File: config.mk
export PLATFORM = sky130hd
export DESIGN_NAME = x_shift_serdes
export DESIGN_NICKNAME = d
export VERILOG_FILES = /design/src/rtl/x_shift_pkg.sv /design/src/rtl/x_shift_serdes.sv
export SDC_FILE = /design/constraint.sdc
export NUM_CORES = 1
export LEC_CHECK = 0
export CORE_AREA = 2 2 71 73
export CTS_CLUSTER_DIAMETER = 30
export DETAILED_ROUTE_END_ITERATION = 10
export DIE_AREA = 0 0 73 75
export GPL_TIMING_DRIVEN = 0
export PLACE_DENSITY = 0.92
export REMOVE_ABC_BUFFERS = 1
export SLEW_MARGIN = 20
export SYNTH_ARGS = -nofsm -noshare
export SYNTH_HDL_FRONTEND = slang
export SYNTH_SLANG_ARGS = --single-unit
File: constraint.sdc
create_clock -name i_clk -period 3.25 [get_ports i_clk]
set_input_delay 0.65 -clock i_clk [delete_from_list [all_inputs] [get_ports i_clk]]
set_output_delay 0.65 -clock i_clk [all_outputs]
set_load 0.02 [all_outputs]
File: src/rtl/x_shift_pkg.sv
// rtl/x_shift_pkg.sv - shared types for the x_shift_serdes shift register
//
// Purpose: holds the FSM state type used by x_shift_serdes.
// Ports:   none (package).
`timescale 1ns/1ps

package x_shift_pkg;

  // IDLE: receive mode, parallel load accepted.
  // TX:   a loaded word is being shifted out.
  typedef enum logic {
    IDLE = 1'b0,
    TX   = 1'b1
  } state_e;

endpackage

File: src/rtl/x_shift_serdes.sv
// rtl/x_shift_serdes.sv - bidirectional serializer/deserializer shift register
//
// Purpose: WIDTH-bit shift register usable as a transmitter (parallel load,
//          serial out) or receiver (serial in, parallel frame out).
// Ports:
//   i_clk         clock, rising edge
//   i_rst_n       asynchronous active-low reset
//   i_en          shift one bit this cycle
//   i_dir         0 = shift toward MSB (MSB first out), 1 = toward LSB
//   i_in          serial data in
//   o_out         serial data out (combinational on i_dir)
//   i_load_valid  parallel load request
//   o_load_ready  load accepted when high together with i_load_valid
//   i_load_data   parallel load word
//   o_par         current shift register contents
//   o_par_valid   one-cycle pulse after a WIDTH-bit frame completes
//   o_busy        high while a loaded word is being transmitted
`timescale 1ns/1ps

module x_shift_serdes
  import x_shift_pkg::*;
#(
  parameter  int WIDTH = 32,
  localparam int CNT_W = $clog2(WIDTH + 1)
) (
  input  logic             i_clk,
  input  logic             i_rst_n,
  input  logic             i_en,
  input  logic             i_dir,
  input  logic             i_in,
  output logic             o_out,
  input  logic             i_load_valid,
  output logic             o_load_ready,
  input  logic [WIDTH-1:0] i_load_data,
  output logic [WIDTH-1:0] o_par,
  output logic             o_par_valid,
  output logic             o_busy
);

  state_e           state_q, state_d;
  logic [WIDTH-1:0] shift_q, shift_d;
  logic [CNT_W-1:0] count_q, count_d;
  logic             par_valid_q, par_valid_d;
  logic             load_fire;

  assign o_load_ready = (state_q == IDLE);
  assign o_busy       = (state_q == TX);
  assign load_fire    = i_load_valid && o_load_ready;

  assign o_out       = i_dir ? shift_q[0] : shift_q[WIDTH-1];
  assign o_par       = shift_q;
  assign o_par_valid = par_valid_q;

  always_comb begin
    shift_d     = shift_q;
    count_d     = count_q;
    state_d     = state_q;
    par_valid_d = 1'b0;
    if (load_fire) begin
      // A load takes priority over a shift in the same cycle.
      shift_d = i_load_data;
      count_d = '0;
      state_d = TX;
    end else if (i_en) begin
      shift_d = i_dir ? {i_in, shift_q[WIDTH-1:1]} : {shift_q[WIDTH-2:0], i_in};
      if (count_q == CNT_W'(WIDTH - 1)) begin
        // Frame boundary: pulse next cycle; a transmit frame ends here too.
        count_d     = '0;
        par_valid_d = 1'b1;
        state_d     = IDLE;
      end else begin
        count_d = count_q + CNT_W'(1);
      end
    end
  end

  always_ff @(posedge i_clk or negedge i_rst_n) begin
    if (!i_rst_n) begin
      state_q     <= IDLE;
      shift_q     <= '0;
      count_q     <= '0;
      par_valid_q <= 1'b0;
    end else begin
      state_q     <= state_d;
      shift_q     <= shift_d;
      count_q     <= count_d;
      par_valid_q <= par_valid_d;
    end
  end

endmodule
After elaboration in Yosys (flattened, before gate mapping). Cells that the tools add are included.

Word-level logic and storage cells: 24. Output and inout bits: 36. Register bits: 40. Input port bits: 38.

Add/sub/neg operators: 1. Reductions and logical operators: 4. Bitwise logic cells: 1. Multiplexer cells: 13. Equality and inequality tests: 1.

Operators by type and width (number): $mux W32 (3); $mux W6 (3); $mux W1 (7); $add A6 B1 Y6 const B (1); $eq A6 B5 Y1 const B (1); $reduce_bool A2 Y1 (2); $reduce_and A2 Y1 (1); $logic_and A1 B1 Y1 (1); $not A1 Y1 (1).

Depth between registers and ports, before layout.
Depth after elaboration: 4. Mapped depth: 5. Mapped depth without buffers: 4.

Least setup slack after synthesis. No wires, ideal clock.

Kind: input -> output. From: input port i_dir. To: output port o_out. Stages on the path: 3. Slack: 1263 ps. Path buffers: 2. Required time: 2600 ps. Data arrival time: 1337 ps. Cells stage by stage: buf_4 -> buf_6 -> mux2_2.

Longest elaborated chain between the ends: 1.

RTL lines: start: declaration (line x_shift_serdes.sv:29) `input logic i_dir,`; $mux W1 (line x_shift_serdes.sv:50) `assign o_out = i_dir ? shift_q[0] : shift_q[WIDTH-1];`; end: declaration (line x_shift_serdes.sv:31) `output logic o_out,`.

No other way between the ends.

Worst setup path in the final report. Same ends and word-level chain as after synthesis.

==> results.md <==
Die:
- The die is between 70 and 80 um tall.
- The area of the placeable core is 4660 um^2.
- The row count is 25.
- The number of top-level pins is 74.
- The initial standard-cell utilization of the core is 0.481.
- The die covers between 5000 and 6000 um^2.
- The horizontal die dimension is ~73 um.

Route:
- The count of antenna-violating nets left after detailed routing is 0.
- The DRC violation total after the first TritonRoute iteration is 74.
- The first-pass iteration count of the detailed router is 4.
- For this run, design rule violations remaining after detail routing come to 0.
- Wires add up to around 5.1 mm.
- The via count normalized by instance count is approximately 5.6.
- In the final routed layout, each cell accounts on average for approximately 15 um.
- The final route contains roughly 1900 vias.

Global routing:
- The number of antenna violations at the first check in global routing is 0.
- The pin count of the biggest net entering global routing is 44.
- In the global route stage, met3 resource usage came out at 0.0388.
- In the global route stage, met2 resource usage came out at 0.337.
- The first global-routing pass estimated between 8 and 9 mm of wire.
- The via count of the first global-routing pass is 1786.
- The total track usage is 0.197.
- The global-route layer with the greatest usage is met2.
- The total global routing overflow is 0.
- For this run, global-route usage on met1 was measured as 0.255.

Clock network:
- The post-CTS setup repair buffer count is 0.
- The depth of the CTS H-tree is 2.
- The clock-pin transition on the worst setup and hold timing paths is ~0.070 ns.
- The TritonCTS clock tree is built.
- The clock drives 40 sinks.
- The tree is rooted in a clkbuf_8.
- No sink is reached through more buffers than the 2 on the longest clock path.
- In this run, CTS created clock tree buffers numbering 5.
- For this design, the CTS-stage hold fixing added 0 buffers.
- Post-CTS repair changed the size of 0 cells.
- The clock latency on the worst-skew pair is 0.28 ns.

Flow run:
- The count of max-cap constraint violations is 0.

Logic synthesis:
- The proportion of synthesized flip-flops having asynchronous set or reset is 1.00.
- The synthesized design spends more area on one cell type than any other, namely dfrtp_1.
- The flip-flop and latch count after synthesis is 40.
- The cell area after synthesis is 2240 um^2.
- Synthesis instantiated 27 different standard cells from the library.
- The number of flops mapped to enable cells by yosys is 0.
- The commonest register cell after synthesis is dfrtp_1.
- After synthesis, the cell types taking the most area are dfrtp_1 45%, mux2i_1 14%, a211oi_1 11%.
- The synthesized area divided by synthesized cell count is 10.2 um^2.
- Synthesis produced 220 cells.
- Yosys printed 0 warnings.
- The share of the yosys chip area belonging to registers is 0.447.
- The share of the synthesized area in the top cell type is 0.447.

Power:
- The cell area power density is around 790 nW/um^2.
- The standby leakage power is around 1.3 nW.
- Of the total power, the clock network draws 0.136.
- The net switching fraction of the power is 0.383.
- The internal cell power is 1.51 mW.
- The sequential share of power is 0.379.
- The maximum vdd ir drop is roughly 0.00037 V.
- Summed over all nets, the switching power comes to roughly 0.94 mW.
- Of the total power, combinational logic draws 0.485.

Final layout:
- In the final layout, the share of cells above drive strength 1 is 0.0561.
- Leaving out filler cells and counting taps, the final layout contains ~340.
- At the end of the flow, the number of nets in the layout was between 300 and 400.
- The cell area after layout is just over 3000 um^2.
- The filler cells instantiated in the layout total between 300 and 400.
- The number of antenna diodes in the final layout is 0.
- The signed area change from the synthesized netlist to the final layout is 38.2%.

Critical path:
- The critical path in this run is classified as in -> out.
- The kind of start point of the critical path is a primary input.
- Data arrives at the worst endpoint at between 2 and 2.5 ns.
- The sort of element at the end of the critical path is an output port.
- The biggest fanout along the worst timing path is 18.
- For the worst setup path, the data required time is ~2.6 ns.

STA:
- Setup repair after global routing left no endpoint under its margin.
- The final cycle utilization of the critical path is 0.873.
- The minimum setup slack in the final design is between 0.4 and 0.5 ns.
- The clock skew is about 0.0036 ns.
- The top achievable clock speed is 352 MHz.
- The transition time at the pin with the least slew margin is 0.704 ns.
- The worst slew slack as a fraction of its limit is 0.529.
- The final max-slew violation count was 0.
- The worst hold margin is between 0.2 and 0.3 ns.
- The final critical path time including I/O delays and setup is between 2 and 3 ns.
- The number of hold-slack violations in the final timing report came to 0.
- The count of final setup violators is 0.
- Adding up every negative setup slack in the final design gives 0 ns.

Hold path:
- The tightest min-delay check is of the in -> async type.

Placement:
- The number of input and output port buffers inserted is 73.
- The count of placed standard cells including taps is 331.
- At the end of routability-driven placement, the weighted congestion stood at between 0.7 and 0.8.
- The placed wire-length estimate is approximately 3.7 mm.
- The worst setup timing slack at the placement stage is roughly 0.41 ns.
- The placed instances occupy a cell area of around 3000 um^2.

Outcome:
- The flow ran to the end, and the final reports show no timing, DRC or antenna violations.
final cells by class:
type	instances	area, um^2	area share
clock buffers	8	90.1	0.0291
inverters	1	3.75	0.00121
multi-input cells	159	1130	0.365
flip-flops and latches	40	1000	0.323
well taps	54	67.6	0.0218
repair buffers	77	803	0.259
state kept, by name, summed over array words and instances, names as in the netlist:
register / flops
o_par: 32
count_q: 6
o_busy: 1
o_par_valid: 1
through the flow:
step                utilization  power, mW
floorplan                     -       1.57
global placement          0.628       2.08
detailed placement        0.645       2.13
CTS                       0.664       2.48
global route              0.664       2.63
finish                    0.664       2.45
cell usage after synthesis, types with 2 or more instances:
cell	count
nor2_1	36
a21o_1	32
o21ai_0	2
dfrtp_1	40
clkbuf_1	7
a31oi_1	2
buf_2	9
a211oi_1	32
xor2_1	2
a21oi_1	3
nor2b_1	2
nand3_1	2
buf_6	3
o211ai_1	2
mux2i_1	32
nand2b_1	3
routing by layer:
layer | share of wire | vias up
li1 | - | 940
met1 | 0.45 | 886
met2 | 0.50 | 62
met3 | 0.050 | 5
met4 | 0.0057 | 0
met5 | 0 | -
power by group through the flow:
stage	registers, mW	logic [mW]	clock network, mW
3_5_place_dp	0.936	1.20	0
5_1_grt	0.963	1.30	0.366
3_3_place_gp	0.927	1.15	0
6_report	0.930	1.19	0.333
4_1_cts	0.930	1.20	0.346
2_1_floorplan	1.10	0.475	0
critical path, cell delays in order:
cell	delay [ns]
buf_2	0.42
buf_16	0.24
mux2_2	0.34
clkdlybuf4s50_1	0.53
path summary, 6_finish.rpt:
check                      slack, ns                     end  cells after the start              startpoint
hold / removal                  0.26  count_q[0]$_DFFE_PN0P_                      1                 i_rst_n
hold reg to reg                 0.55  count_q[5]$_DFFE_PN0P_                      2  count_q[5]$_DFFE_PN0P_
setup reg to reg                1.54   o_par[25]$_DFFE_PN0P_                      4      o_busy$_DFFE_PN0P_
setup / recovery                0.41                   o_out                      4                   i_dir
min in group i_clk              0.55  count_q[5]$_DFFE_PN0P_                      2  count_q[5]$_DFFE_PN0P_
max in group asynchronous       2.53   o_par[24]$_DFFE_PN0P_                      2                 i_rst_n
layout by cell type, fill, tap and decap left out, drive strengths merged:
master	netlist	routed
a21o	32	32
xor2	2	2
or3b	1	1
o211ai	2	2
nand3	3	3
ha	1	1
a211oi	32	32
nand4	1	1
nor4b	1	1
buf	13	7
nand2	1	1
dfrtp	40	40
nor2b	2	2
a31oi	2	2
or2b	1	1
inv	1	1
mux2i	32	32
nand2b	3	3
mux2	1	1
clkdlybuf4s50	0	70
clkbuf	7	8
a21oi	3	3
o21ai	2	2
nor2	36	36
or4	1	1
logic make-up after synthesis:
group                    synth area share
AO/OA/AOI/OAI                       0.238
XOR/XNOR                          0.00782
adder cells (fa/ha/maj)           0.00558
buffers and inverters              0.0519
flip-flops                          0.447
multiplexers                        0.148
AND/OR/NAND/NOR                     0.102
(Power assumes the default switching activity.)
